## src/rtl/victimcache_assoc_pkg.sv

```systemverilog
// Shared types for the victim cache: bus widths, FSM states, entry layout and
// address/tag helpers. Line and address widths are fixed here so the entry
// struct and the bus interface agree; only the entry count is a module
// parameter.
package vc_pkg;

  localparam int unsigned ADDR_W   = 32;
  localparam int unsigned LINE_W   = 256;
  localparam int unsigned OFFSET_W = 5;
  localparam int unsigned TAG_W    = ADDR_W - OFFSET_W;

  typedef logic [ADDR_W-1:0] addr_t;
  typedef logic [LINE_W-1:0] line_t;
  typedef logic [TAG_W-1:0]  tag_t;

  typedef enum logic [1:0] {
    IDLE      = 2'd0,
    LOOKUP    = 2'd1,
    WRITEBACK = 2'd2,
    RESP      = 2'd3
  } vc_state_t;

  typedef struct packed {
    logic  valid;
    logic  dirty;
    tag_t  tag;
    line_t data;
  } vc_entry_t;

  // Line tag of a byte address; offset bits are dropped.
  function automatic tag_t tag_of(input addr_t addr);
    return addr[ADDR_W-1:OFFSET_W];
  endfunction

  // Line-aligned byte address of a tag.
  function automatic addr_t addr_of(input tag_t tag);
    return {tag, OFFSET_W'(0)};
  endfunction

endpackage

```

## src/rtl/victimcache_assoc_if.sv

```systemverilog
// Request/response bus of the victim cache.
//   L1 side : mem_address, vc_read, vc_write, mem_wdata, is_mem_wdata_dirty,
//             victim_address -> vc_rdata, vc_hit, vc_hit_dirty, vc_resp
//   mem side: pmem_address, pmem_wdata, pmem_write -> pmem_resp
// slave is the cache itself, master is the L1/memory environment.
interface victimcache_assoc_if;
  import vc_pkg::*;

  addr_t mem_address;
  logic  vc_read;
  logic  vc_write;
  line_t mem_wdata;
  logic  is_mem_wdata_dirty;
  addr_t victim_address;
  line_t vc_rdata;
  logic  vc_hit;
  logic  vc_hit_dirty;
  logic  vc_resp;
  addr_t pmem_address;
  line_t pmem_wdata;
  logic  pmem_write;
  logic  pmem_resp;

  modport slave (
    input  mem_address, vc_read, vc_write, mem_wdata, is_mem_wdata_dirty,
           victim_address, pmem_resp,
    output vc_rdata, vc_hit, vc_hit_dirty, vc_resp,
           pmem_address, pmem_wdata, pmem_write
  );

  modport master (
    output mem_address, vc_read, vc_write, mem_wdata, is_mem_wdata_dirty,
           victim_address, pmem_resp,
    input  vc_rdata, vc_hit, vc_hit_dirty, vc_resp,
           pmem_address, pmem_wdata, pmem_write
  );

endinterface

```

## src/rtl/victimcache_assoc_lru.sv

```systemverilog
// Age-based LRU tracker for the victim cache entries.
//   clk, rst    : clock, synchronous active-low reset (all ages -> ENTRIES-1)
//   valid       : per-entry valid bits of the entry array
//   touch_en/idx: install into entry touch_idx this cycle
//   lru_idx     : valid entry holding the largest age (lowest index on ties)
module vc_lru #(
  parameter  int unsigned ENTRIES = 4,
  localparam int unsigned IDX_W   = $clog2(ENTRIES)
) (
  input  logic               clk,
  input  logic               rst,
  input  logic [ENTRIES-1:0] valid,
  input  logic               touch_en,
  input  logic [IDX_W-1:0]   touch_idx,
  output logic [IDX_W-1:0]   lru_idx
);

  logic [IDX_W-1:0] age_q [ENTRIES];
  logic [IDX_W-1:0] age_d [ENTRIES];

  // Touched entry becomes youngest; valid entries younger than it age by one.
  always_comb begin
    for (int i = 0; i < int'(ENTRIES); i++) begin
      age_d[i] = age_q[i];
    end
    if (touch_en) begin
      for (int i = 0; i < int'(ENTRIES); i++) begin
        if (IDX_W'(i) == touch_idx) begin
          age_d[i] = '0;
        end else if (valid[i] && (age_q[i] < age_q[touch_idx])) begin
          age_d[i] = age_q[i] + 1'b1;
        end
      end
    end
  end

  always_ff @(posedge clk) begin
    if (!rst) begin
      for (int i = 0; i < int'(ENTRIES); i++) begin
        age_q[i] <= IDX_W'(ENTRIES - 1);
      end
    end else begin
      for (int i = 0; i < int'(ENTRIES); i++) begin
        age_q[i] <= age_d[i];
      end
    end
  end

  // Oldest valid entry. Normally the one aged ENTRIES-1; taking the maximum
  // keeps a defined victim even if invalidations left ages non-unique.
  always_comb begin
    logic             found;
    logic [IDX_W-1:0] best_age;
    found    = 1'b0;
    best_age = '0;
    lru_idx  = '0;
    for (int i = 0; i < int'(ENTRIES); i++) begin
      if (valid[i] && (!found || (age_q[i] > best_age))) begin
        found    = 1'b1;
        best_age = age_q[i];
        lru_idx  = IDX_W'(i);
      end
    end
  end

endmodule

```

## src/rtl/victimcache_assoc.sv

```systemverilog
// Fully associative victim cache between L1 and the cacheline adapter/L2.
// Holds ENTRIES evicted lines with dirty bits; read hits hand the line back to
// L1 and free the entry, inserts fill a matching/free/LRU slot, and a dirty
// LRU line displaced by an insert is written back before the new line lands.
//   clk, rst : clock, synchronous active-low reset
//   bus      : victimcache_assoc_if.slave (L1 request/response + writeback)
module victimcache_assoc
  import vc_pkg::*;
#(
  parameter int unsigned ENTRIES = 4
) (
  input  logic                 clk,
  input  logic                 rst,
  victimcache_assoc_if.slave   bus
);

  localparam int unsigned IDX_W = $clog2(ENTRIES);

  vc_state_t        state_q, state_d;
  vc_entry_t        entries_q [ENTRIES];
  vc_entry_t        entries_d [ENTRIES];

  logic             rd_q, rd_d;
  logic             wr_q, wr_d;
  tag_t             rd_tag_q, rd_tag_d;
  tag_t             vic_tag_q, vic_tag_d;
  line_t            wdata_q, wdata_d;
  logic             wdirty_q, wdirty_d;
  logic [IDX_W-1:0] inst_idx_q, inst_idx_d;

  line_t            vc_rdata_q, vc_rdata_d;
  logic             vc_hit_q, vc_hit_d;
  logic             vc_hit_dirty_q, vc_hit_dirty_d;
  logic             vc_resp_q, vc_resp_d;
  addr_t            pmem_address_q, pmem_address_d;
  line_t            pmem_wdata_q, pmem_wdata_d;
  logic             pmem_write_q, pmem_write_d;

  logic [ENTRIES-1:0] valid_vec;
  logic               hit, vic_match, free_any;
  logic [IDX_W-1:0]   hit_idx, vic_idx, free_idx, lru_idx;
  logic               touch_en;
  logic [IDX_W-1:0]   touch_idx;

  vc_lru #(.ENTRIES(ENTRIES)) u_lru (
    .clk       (clk),
    .rst       (rst),
    .valid     (valid_vec),
    .touch_en  (touch_en),
    .touch_idx (touch_idx),
    .lru_idx   (lru_idx)
  );

  // Tag comparators; scanning downwards so the lowest index wins.
  always_comb begin
    hit       = 1'b0;
    vic_match = 1'b0;
    free_any  = 1'b0;
    hit_idx   = '0;
    vic_idx   = '0;
    free_idx  = '0;
    for (int i = int'(ENTRIES) - 1; i >= 0; i--) begin
      valid_vec[i] = entries_q[i].valid;
      if (entries_q[i].valid && (entries_q[i].tag == rd_tag_q)) begin
        hit     = 1'b1;
        hit_idx = IDX_W'(i);
      end
      if (entries_q[i].valid && (entries_q[i].tag == vic_tag_q)) begin
        vic_match = 1'b1;
        vic_idx   = IDX_W'(i);
      end
      if (!entries_q[i].valid) begin
        free_any = 1'b1;
        free_idx = IDX_W'(i);
      end
    end
  end

  // Next-state, entry updates and response registers.
  always_comb begin
    logic [IDX_W-1:0] slot;
    logic             merge;
    logic             wb;

    state_d        = state_q;
    entries_d      = entries_q;
    rd_d           = rd_q;
    wr_d           = wr_q;
    rd_tag_d       = rd_tag_q;
    vic_tag_d      = vic_tag_q;
    wdata_d        = wdata_q;
    wdirty_d       = wdirty_q;
    inst_idx_d     = inst_idx_q;
    vc_rdata_d     = vc_rdata_q;
    vc_hit_d       = vc_hit_q;
    vc_hit_dirty_d = vc_hit_dirty_q;
    vc_resp_d      = 1'b0;
    pmem_address_d = pmem_address_q;
    pmem_wdata_d   = pmem_wdata_q;
    pmem_write_d   = pmem_write_q;
    touch_en       = 1'b0;
    touch_idx      = inst_idx_q;
    slot           = '0;
    merge          = 1'b0;
    wb             = 1'b0;

    unique case (state_q)
      IDLE: begin
        if (bus.vc_read || bus.vc_write) begin
          rd_d      = bus.vc_read;
          wr_d      = bus.vc_write;
          rd_tag_d  = tag_of(bus.mem_address);
          vic_tag_d = tag_of(bus.victim_address);
          wdata_d   = bus.mem_wdata;
          wdirty_d  = bus.is_mem_wdata_dirty;
          state_d   = LOOKUP;
        end
      end

      LOOKUP: begin
        vc_hit_d       = rd_q && hit;
        vc_hit_dirty_d = rd_q && hit && entries_q[hit_idx].dirty;
        if (rd_q && hit) begin
          vc_rdata_d                = entries_q[hit_idx].data;
          entries_d[hit_idx].valid  = 1'b0;
        end

        if (wr_q) begin
          // Swap into the line just handed out, else merge, else free, else LRU.
          if (rd_q && hit) begin
            slot = hit_idx;
          end else if (vic_match) begin
            slot  = vic_idx;
            merge = 1'b1;
          end else if (free_any) begin
            slot = free_idx;
          end else begin
            slot = lru_idx;
          end
          wb = !(rd_q && hit) && entries_q[slot].valid && entries_q[slot].dirty &&
               (entries_q[slot].tag != vic_tag_q);
          inst_idx_d = slot;

          if (wb) begin
            pmem_address_d = addr_of(entries_q[slot].tag);
            pmem_wdata_d   = entries_q[slot].data;
            pmem_write_d   = 1'b1;
            state_d        = WRITEBACK;
          end else begin
            entries_d[slot].valid = 1'b1;
            entries_d[slot].dirty = merge ? (entries_q[slot].dirty | wdirty_q) : wdirty_q;
            entries_d[slot].tag   = vic_tag_q;
            entries_d[slot].data  = wdata_q;
            touch_en              = 1'b1;
            touch_idx             = slot;
            vc_resp_d             = 1'b1;
            state_d               = RESP;
          end
        end else begin
          vc_resp_d = 1'b1;
          state_d   = RESP;
        end
      end

      WRITEBACK: begin
        if (bus.pmem_resp) begin
          entries_d[inst_idx_q].valid = 1'b1;
          entries_d[inst_idx_q].dirty = wdirty_q;
          entries_d[inst_idx_q].tag   = vic_tag_q;
          entries_d[inst_idx_q].data  = wdata_q;
          touch_en                    = 1'b1;
          touch_idx                   = inst_idx_q;
          pmem_write_d                = 1'b0;
          vc_resp_d                   = 1'b1;
          state_d                     = RESP;
        end
      end

      RESP: begin
        state_d = IDLE;
      end

      default: begin
        state_d = IDLE;
      end
    endcase
  end

  always_ff @(posedge clk) begin
    if (!rst) begin
      state_q        <= IDLE;
      for (int i = 0; i < int'(ENTRIES); i++) begin
        entries_q[i] <= '0;
      end
      rd_q           <= 1'b0;
      wr_q           <= 1'b0;
      rd_tag_q       <= '0;
      vic_tag_q      <= '0;
      wdata_q        <= '0;
      wdirty_q       <= 1'b0;
      inst_idx_q     <= '0;
      vc_rdata_q     <= '0;
      vc_hit_q       <= 1'b0;
      vc_hit_dirty_q <= 1'b0;
      vc_resp_q      <= 1'b0;
      pmem_address_q <= '0;
      pmem_wdata_q   <= '0;
      pmem_write_q   <= 1'b0;
    end else begin
      state_q        <= state_d;
      for (int i = 0; i < int'(ENTRIES); i++) begin
        entries_q[i] <= entries_d[i];
      end
      rd_q           <= rd_d;
      wr_q           <= wr_d;
      rd_tag_q       <= rd_tag_d;
      vic_tag_q      <= vic_tag_d;
      wdata_q        <= wdata_d;
      wdirty_q       <= wdirty_d;
      inst_idx_q     <= inst_idx_d;
      vc_rdata_q     <= vc_rdata_d;
      vc_hit_q       <= vc_hit_d;
      vc_hit_dirty_q <= vc_hit_dirty_d;
      vc_resp_q      <= vc_resp_d;
      pmem_address_q <= pmem_address_d;
      pmem_wdata_q   <= pmem_wdata_d;
      pmem_write_q   <= pmem_write_d;
    end
  end

  assign bus.vc_rdata     = vc_rdata_q;
  assign bus.vc_hit       = vc_hit_q;
  assign bus.vc_hit_dirty = vc_hit_dirty_q;
  assign bus.vc_resp      = vc_resp_q;
  assign bus.pmem_address = pmem_address_q;
  assign bus.pmem_wdata   = pmem_wdata_q;
  assign bus.pmem_write   = pmem_write_q;

endmodule
```

## src/flat_wrapper.sv

```systemverilog
// flat-port wrapper written by rule: the top's interface ports become plain ports
module victimcache_assoc_flat import vc_pkg::*;
#(
  parameter int unsigned ENTRIES = 4
)
  (clk, rst, bus_mem_address, bus_vc_read, bus_vc_write, bus_mem_wdata, bus_is_mem_wdata_dirty, bus_victim_address, bus_pmem_resp, bus_vc_rdata, bus_vc_hit, bus_vc_hit_dirty, bus_vc_resp, bus_pmem_address, bus_pmem_wdata, bus_pmem_write);
  victimcache_assoc_if bus_i ();
  input  logic clk;
  input  logic rst;
  input wire logic [$bits(bus_i.mem_address)-1:0] bus_mem_address;
  input wire logic [$bits(bus_i.vc_read)-1:0] bus_vc_read;
  input wire logic [$bits(bus_i.vc_write)-1:0] bus_vc_write;
  input wire logic [$bits(bus_i.mem_wdata)-1:0] bus_mem_wdata;
  input wire logic [$bits(bus_i.is_mem_wdata_dirty)-1:0] bus_is_mem_wdata_dirty;
  input wire logic [$bits(bus_i.victim_address)-1:0] bus_victim_address;
  input wire logic [$bits(bus_i.pmem_resp)-1:0] bus_pmem_resp;
  output wire logic [$bits(bus_i.vc_rdata)-1:0] bus_vc_rdata;
  output wire logic [$bits(bus_i.vc_hit)-1:0] bus_vc_hit;
  output wire logic [$bits(bus_i.vc_hit_dirty)-1:0] bus_vc_hit_dirty;
  output wire logic [$bits(bus_i.vc_resp)-1:0] bus_vc_resp;
  output wire logic [$bits(bus_i.pmem_address)-1:0] bus_pmem_address;
  output wire logic [$bits(bus_i.pmem_wdata)-1:0] bus_pmem_wdata;
  output wire logic [$bits(bus_i.pmem_write)-1:0] bus_pmem_write;
  assign bus_i.mem_address = bus_mem_address;
  assign bus_i.vc_read = bus_vc_read;
  assign bus_i.vc_write = bus_vc_write;
  assign bus_i.mem_wdata = bus_mem_wdata;
  assign bus_i.is_mem_wdata_dirty = bus_is_mem_wdata_dirty;
  assign bus_i.victim_address = bus_victim_address;
  assign bus_i.pmem_resp = bus_pmem_resp;
  assign bus_vc_rdata = bus_i.vc_rdata;
  assign bus_vc_hit = bus_i.vc_hit;
  assign bus_vc_hit_dirty = bus_i.vc_hit_dirty;
  assign bus_vc_resp = bus_i.vc_resp;
  assign bus_pmem_address = bus_i.pmem_address;
  assign bus_pmem_wdata = bus_i.pmem_wdata;
  assign bus_pmem_write = bus_i.pmem_write;
  victimcache_assoc #(.ENTRIES(ENTRIES)) u_core (.clk(clk), .rst(rst), .bus(bus_i));
endmodule
```

## config.mk

```make
export PLATFORM = sky130hd
export DESIGN_NAME = victimcache_assoc_flat
export DESIGN_NICKNAME = d
export VERILOG_FILES = /design/src/rtl/victimcache_assoc_pkg.sv /design/src/rtl/victimcache_assoc_if.sv /design/src/rtl/victimcache_assoc_lru.sv /design/src/rtl/victimcache_assoc.sv /design/src/flat_wrapper.sv
export SDC_FILE = /design/constraint.sdc
export NUM_CORES = 2
export LEC_CHECK = 0
export ABC_CLOCK_PERIOD_IN_PS = 8700
export BUFFER_PORTS_ARGS = -buffer_cell sky130_fd_sc_hd__buf_2
export CAP_MARGIN = 40
export CORE_MARGIN = 2
export CORE_UTILIZATION = 54
export CTS_CLUSTER_SIZE = 40
export DETAILED_ROUTE_END_ITERATION = 7
export GPL_TIMING_DRIVEN = 0
export PLACE_DENSITY = 0.87
export SLEW_MARGIN = 10
export SYNTH_ARGS = -nofsm -noshare
export SYNTH_HDL_FRONTEND = slang
export SYNTH_HIERARCHICAL = 1
export SYNTH_SLANG_ARGS = --single-unit
```

## constraint.sdc

```tcl
create_clock -name clk -period 8.7 [get_ports clk]
set_input_delay 1.74 -clock clk [delete_from_list [all_inputs] [get_ports clk]]
set_output_delay 1.74 -clock clk [all_outputs]
set_load 0.01 [all_outputs]
```

# --- Word level (Yosys, flattened, before mapping) ---
# Memories as Yosys holds them, arrays and structs flattened.
# Index checks and enable logic that the tools add are counted.
word_totals:
  regBits: 2000
  ram_bits: 8
  inputBits: 326
  memories: 1
op_classes:
  addsub: 4
  n_lt_le_gt_ge: 13
  eq_ne: 19
  muxes: 115
  bitwise_logic: 8
  reduce_logical: 41
memory_table:
  columns: ["memory", "depth", "word_bits", "read_ports", "rd_ports_with_merged_regs", "wr", "line_no", "source"]
  rows:
  - ["u_core.u_lru.age_q", 4, 2, 5, 0, 4, "victimcache_assoc_lru.sv:18", "logic [IDX_W-1:0] age_q [ENTRIES];"]
ops:
  columns: ["cell", "count"]
  rows:
  - ["1140-bit bitwise mux", 9]
  - ["1140-bit two-way mux", 5]
  - ["285-bit demux with 2-bit select", 9]
  - ["1140-bit case mux with 2 select lines", 1]
  - ["285-bit two-way mux", 5]
  - ["285-bit binary-select mux with 2-bit select", 2]
  - ["284-bit two-way mux", 4]
  - ["283-bit two-way mux", 2]
  - ["256-bit two-way mux", 2]
  - ["27-bit equality test", 8]
  - ["2-bit two-way mux", 39]
  - ["1-bit two-way mux", 32]
  - ["27-bit != test", 1]
  - ["1-bit logical AND", 23]
  - ["2-bit AND reduction", 5]
  - ["3-bit greater-or-equal comparator, second input constant", 3]
  - ["3-bit by 1-bit < comparator with 1-bit output, second input constant", 3]
  - ["2-bit inverter with 3-bit output", 3]
  - ["2-bit by 1-bit adder with 2-bit output, second input constant", 4]
  - ["2-bit < comparator", 4]
  - ["8-bit two-way mux", 1]
  - ["2-bit case mux with 4 select lines", 1]
  - ["2-bit > comparator", 3]
  - ["2-bit by 1-bit != test with 1-bit output, second input constant", 3]
  - ["other kinds (13)", 28]

# --- Logic depth before layout (Yosys ltp) ---
# An unclocked memory read counts as a cell.
logic_depth:
  depth_word: 36
  depth_mapped: 39
  ltp_nobuf: 35

# --- By module ---
# Netlist, hierarchy kept.
modules_own_cells:
  columns: ["mod", "instances", "cells_each", "area_per_inst_um2"]
  rows:
  - ["victimcache_assoc", 1, 10866, 94117.8]
  - ["vc_lru", 1, 92, 769.5]

# --- Worst setup path before layout ---
# OpenSTA, ideal clock, no wires.
synth_path:
  path_type: "register to register"
  start: "reg u_core/entries_q[1139] (netlist bit)"
  end: "mem u_core/u_lru/age_q[0][1] (netlist bit)"
  setup_time_ns: 0.062
  arrival_ns: 8.185
  required_ns: 8.638
  slack_ns: 0.453
  path_stages_with_launch: 34
  synth_period_minus_slack_ns: 8.247
  path_cell_list: "dfxtp_1 -> nand2_1 -> ha_1 -> nor2b_1 -> o311a_1 -> a22o_1 -> ha_1 -> nor2b_1 -> a2bb2oi_1 -> o21a_1 -> mux2_2 -> ha_1 -> nor2b_1 -> a2bb2oi_1 -> o21ai_0 -> nand2b_1 -> o211ai_1 -> nand3_2 -> a31oi_2 -> buf_2 -> o211ai_1 -> a21o_1 -> a2111oi_1 -> nand4_1 -> or3_4 -> nand2_1 -> nand2_1 -> mux2_2 -> mux4_2 -> inv_1 -> ha_1 -> and4bb_2 -> or4b_2 -> nand3_1"
synth_lines:
  columns: ["element", "line_no", "source"]
  rows:
  - ["from (decl)", "victimcache_assoc.sv:20", "vc_entry_t entries_q [ENTRIES];"]
  - ["from (signal, indexed assignment)", "victimcache_assoc.sv:212", "entries_q[i] <= entries_d[i];"]
  - ["to (decl)", "victimcache_assoc_lru.sv:18", null]

# --- Worst setup path in the final report ---
layout_path:
  start: "reg u_core/entries_q[1139] (netlist bit)"
  end: "reg u_core.pmem_wdata_q[135], in the netlist u_core/bus.pmem_wdata[135]"
layout_via:
  elab_chain_len: 26
layout_lines:
  columns: ["element", "line_no", "source"]
  rows:
  - ["2-bit two-way mux or 1-bit two-way mux (tied branches)", "victimcache_assoc_lru.sv:58", "if (valid[i] && (!found || (age_q[i] > best_age))) begin"]
  - ["2-bit > comparator or 1-bit zero test (tied branches)", "victimcache_assoc_lru.sv:58", null]
  - ["1-bit logical OR", "victimcache_assoc_lru.sv:58", null]
  - ["1-bit logical AND", "victimcache_assoc_lru.sv:58", null]
  - ["2-bit two-way mux or 1-bit two-way mux (tied branches)", "victimcache_assoc_lru.sv:58", null]
  - ["2-bit > comparator or 1-bit zero test (tied branches)", "victimcache_assoc_lru.sv:58", null]
  - ["1-bit logical OR", "victimcache_assoc_lru.sv:58", null]
  - ["1-bit logical AND", "victimcache_assoc_lru.sv:58", null]
  - ["(+5 left out)", null, null]
  - ["via u_core.lru_idx[1]", "victimcache_assoc.sv:41", "logic [IDX_W-1:0] hit_idx, vic_idx, free_idx, lru_idx;"]
  - ["(+1 left out)", null, null]
  - ["2-bit two-way mux *", "victimcache_assoc.sv:132", "end else if (vic_match) begin"]
  - ["2-bit two-way mux *", "victimcache_assoc.sv:130", "if (rd_q && hit) begin"]
  - ["2-bit two-way mux *", "victimcache_assoc.sv:128", "if (wr_q) begin"]
  - ["2-bit two-way mux *", "victimcache_assoc.sv:107", "unique case (state_q)"]
  - ["2-bit inverter with 3-bit output (not written as such) *", "victimcache_assoc.sv:140, victimcache_assoc.sv:141, victimcache_assoc.sv:146", null]
  - ["285-bit binary-select mux with 2-bit select *", "victimcache_assoc.sv:140, victimcache_assoc.sv:141, victimcache_assoc.sv:146", null]
  - ["285-bit two-way mux (not written as such) * (2 in a row)", "victimcache_assoc.sv:140", "wb = !(rd_q && hit) && entries_q[slot].valid && entries_q[slot].dirty &&"]
  - ["parallel branches: the longest is 4 deep, another holds 27-bit != test", null, null]
  - ["to (signal assigned)", "victimcache_assoc.sv:226", "pmem_wdata_q <= pmem_wdata_d;"]
  - ["to (decl)", "victimcache_assoc.sv:36", "line_t pmem_wdata_q, pmem_wdata_d;"]
# Mark *: on every way through the listed nets, which the timed path passes. The select of a mux whose other input is x is not followed.
# A chain may end at the register's enable or synchronous reset.

==> flow_metrics.tcl <==
set metrics [dict create \
    tightest_slew_ns 1.064 \
    gp_congestion 1.060 \
    cts_made_buffers 200 \
    first_iter_violations 14090 \
    clk_latency_ns 0.92 \
    synth_simple_gate_area_share_pct 24.56 \
    synth_cell_types 88 \
    wl_per_cell_um 27.45 \
    crit_fanout 20 \
    start_util_pct 54.47 \
    grt_max_degree 17 \
    critPathRequiredTime_ns 9.51 \
    synthArstFlopShare_pct 0 \
    synthToLayoutAreaGrowth_pct 17.07 \
    finalHoldViolations 0 \
    pin_count 874 \
    drcViolationCount 0 \
    cp-start-kind "register" \
    dieWidth_um 423.2 \
    tns_ns -0.9086 \
    synth-xor-area-share_pct 2.012 \
    holdPathStages 2 \
    crit_type "register to register" \
    fin_util_pct 63.77 \
    ff2ff_path_depth 33 \
    ant_nets 1 \
    grt_pass1_wl_mm 572.6 \
    postSynthCellCount 10960 \
    critical_path_arrival_ns 9.63 \
    viasPerCell 6.198 \
    path_clk_slew_ns 0.06 \
    cts_hold_buf 0 \
    synth_edf_count 0 \
    seq_area_frac_synth_pct 42.36 \
    slowest_delay_ns 0.69 \
    netlist_area_um2 94890 \
    rows 153 \
    dieHeight_um 423.2 \
    hpwl_mm 292.5 \
    layout-drive-gt1-share_pct 13.71 \
    layout_commonest_cell "nand2_1" \
    crit_buf_inv 7 \
    power_density_nw_per_um2 220.3 \
    numPortBuffers 858 \
    nets 12500 \
    max_freq_ghz 0.1133 \
    p_total_mw 24.47 \
    min_path_type "register to register" \
    status "finished, violations left" \
    yosys.area_share.adder_pct 0.1714 \
    setup_viol 22 \
    cp_top_family "simple AND/OR/NAND/NOR gates" \
    critPathCaptureType "register" \
    p_leak_nw 42.90 \
    violations "antenna rules, setup timing" \
    numClockSinks 2008 \
    slowest_stage "nor4b_1" \
    layout_min_cycle_time_ns 8.823 \
    synth_seq_cells 2008 \
    drt_wl_total_mm 403.6 \
    core_um2 174200 \
    finClkSkew_ns 0.03493 \
    grtUsageTotal_pct 43.02 \
    grt_overflow 0 \
    synthFlopType "dfxtp_1" \
    grt_pass1_vias 83980 \
    synth-compound-area-share_pct 11.05 \
    fillers 14330 \
    die_area_um2 179100 \
    drt_pre_antenna_iters 8 \
    layout_common_cells "2,250 x nand2_1, 2,005 x dfxtp_1, 1,372 x mux2i_1" \
    path_depth 33 \
    slew_headroom_pct 29.05 \
    min_period_over_period_pct 101.4 \
    setup_ws_ns -0.1226 \
    cpMostUsedCell "buf_6" \
    via_count 91120 \
    synth_warnings 6 \
    vdd_drop_max_mv 0.2293 \
    antenna_found_initial 55 \
    cap_violations 0 \
    cts_tree "yes" \
    synth_top_family_by_area "simple AND/OR/NAND/NOR gates" \
    muxShareOfSynthArea_pct 14.82 \
    clock_path_buffers 3 \
    cts_root_buf "clkbuf_16" \
    finalMaxSlewViolations 0 \
    syn_avg_cell_area_um2 8.659 \
    h-tree-depth 4 \
]
-- layout make-up --
class                      instances  area (um2)  area share (%)
antenna                           43       107.6         0.09686
buffer                           935        4563           4.108
clock buffer                     279        5737           5.164
clock inverter                    94        1107          0.9968
inverter                          76       287.8          0.2591
multi-input combinational       7942       50310           45.29
sequential                      2008       40210           36.20
tap                             2325        2909           2.619
timing repair buffer            1000        5853           5.269
-- state kept, by name, summed over array words and instances, names as in the netlist --
| register | cells |
|---|---|
| u_core/bus.vc_rdata | 256 |
| u_core/wdata_q | 256 |
| u_core/u_lru/age_q | 8 |
| u_core/bus.vc_resp | 1 |
| u_core/wdirty_q | 1 |
| u_core/bus.vc_hit | 1 |
| u_core/bus.pmem_wdata | 256 |
| u_core/entries_q | 1140 |
| u_core/state_q | 2 |
| u_core/bus.vc_hit_dirty | 1 |
| u_core/inst_idx_q | 2 |
| u_core/rd_q | 1 |
| u_core/wr_q | 1 |
| u_core/bus.pmem_address | 27 |
| u_core/rd_tag_q | 27 |
| u_core/vic_tag_q | 27 |
| u_core/bus.pmem_write | 1 |
-- logic make-up after synthesis --
logic type	Yosys count
adder cells (fa/ha/maj)	13
flip-flops	2008
other	1
AND/OR/NAND/NOR	4880
buffers and inverters	1013
XOR/XNOR	218
AO/OA/AOI/OAI	1426
multiplexers	1399
-- timing repair --
item                        CTS  global route
setup buffers                41            22
pin swaps                     9            22
resized for setup            47            53
gates cloned                  1             3
setup endpoints to repair  1432           416
-- power by group --
part / leakage, nW / internal [mW] / switching [mW]
clock: 3.37 / 5.16 / 3.92
sequential: 16.2 / 9.63 / 0.577
combinational: 23.3 / 1.78 / 3.40
total: 42.9 / 16.6 / 7.89
-- per-layer routing --
metal,track usage [%],vias up,part of all wire [%]
met5,0,-,0.059
met4,39.80,36,11
met3,12.11,1880,12
met2,61.64,6861,41
met1,51.92,42800,36
li1,-,39540,-
-- worst paths after layout --
check / end / from / slack [ns]
worst min register to register: u_core/bus.pmem_address[17]$_SDFFE_PN0P_ / u_core/bus.pmem_address[17]$_SDFFE_PN0P_ / 0.46
worst min-delay path: u_core/bus.pmem_address[17]$_SDFFE_PN0P_ / u_core/bus.pmem_address[17]$_SDFFE_PN0P_ / 0.46
worst max-delay path: u_core/bus.pmem_wdata[135]$_SDFFE_PN0P_ / u_core/entries_q[1139]$_SDFFE_PN0P_ / -0.12
worst max register to register: u_core/bus.pmem_wdata[135]$_SDFFE_PN0P_ / u_core/entries_q[1139]$_SDFFE_PN0P_ / -0.12
-- cell usage after synthesis (166+ instances only) --
cell | count | area share, %
and2_1 | 251 | 1.7
dfxtp_1 | 2008 | 42
o21ai_0 | 275 | 1.5
nor2_1 | 283 | 1.1
a21boi_0 | 643 | 5.1
nand2_1 | 2254 | 8.9
mux2i_1 | 1372 | 14
clkbuf_1 | 693 | 2.7
a221oi_1 | 209 | 1.9
xnor2_1 | 166 | 1.5
nor2b_1 | 1103 | 7.3
nand3_1 | 810 | 4.3
-- stage by stage --
stage / cell area [um2] / std cells / hold slack, ns / worst slack (ns)
global route: 111000 / 14670 / 0.4752 / -0.2181
global placement: 102100 / 14150 / 0.4484 / -2.041
floorplan: 94900 / 10960 / 0.4621 / 0.4526
detailed placement: 103100 / 14220 / 0.4528 / -1.754
CTS: 110500 / 14630 / 0.4612 / 0.02057
finish: 111100 / 14700 / 0.4581 / -0.1226
-- worst min-delay path, stage by stage, from the launching register on --
cell	delay [ns]
dfxtp_1	0.30
nand2_1	0.04
a21boi_0	0.06
(Power assumes the default switching activity.)
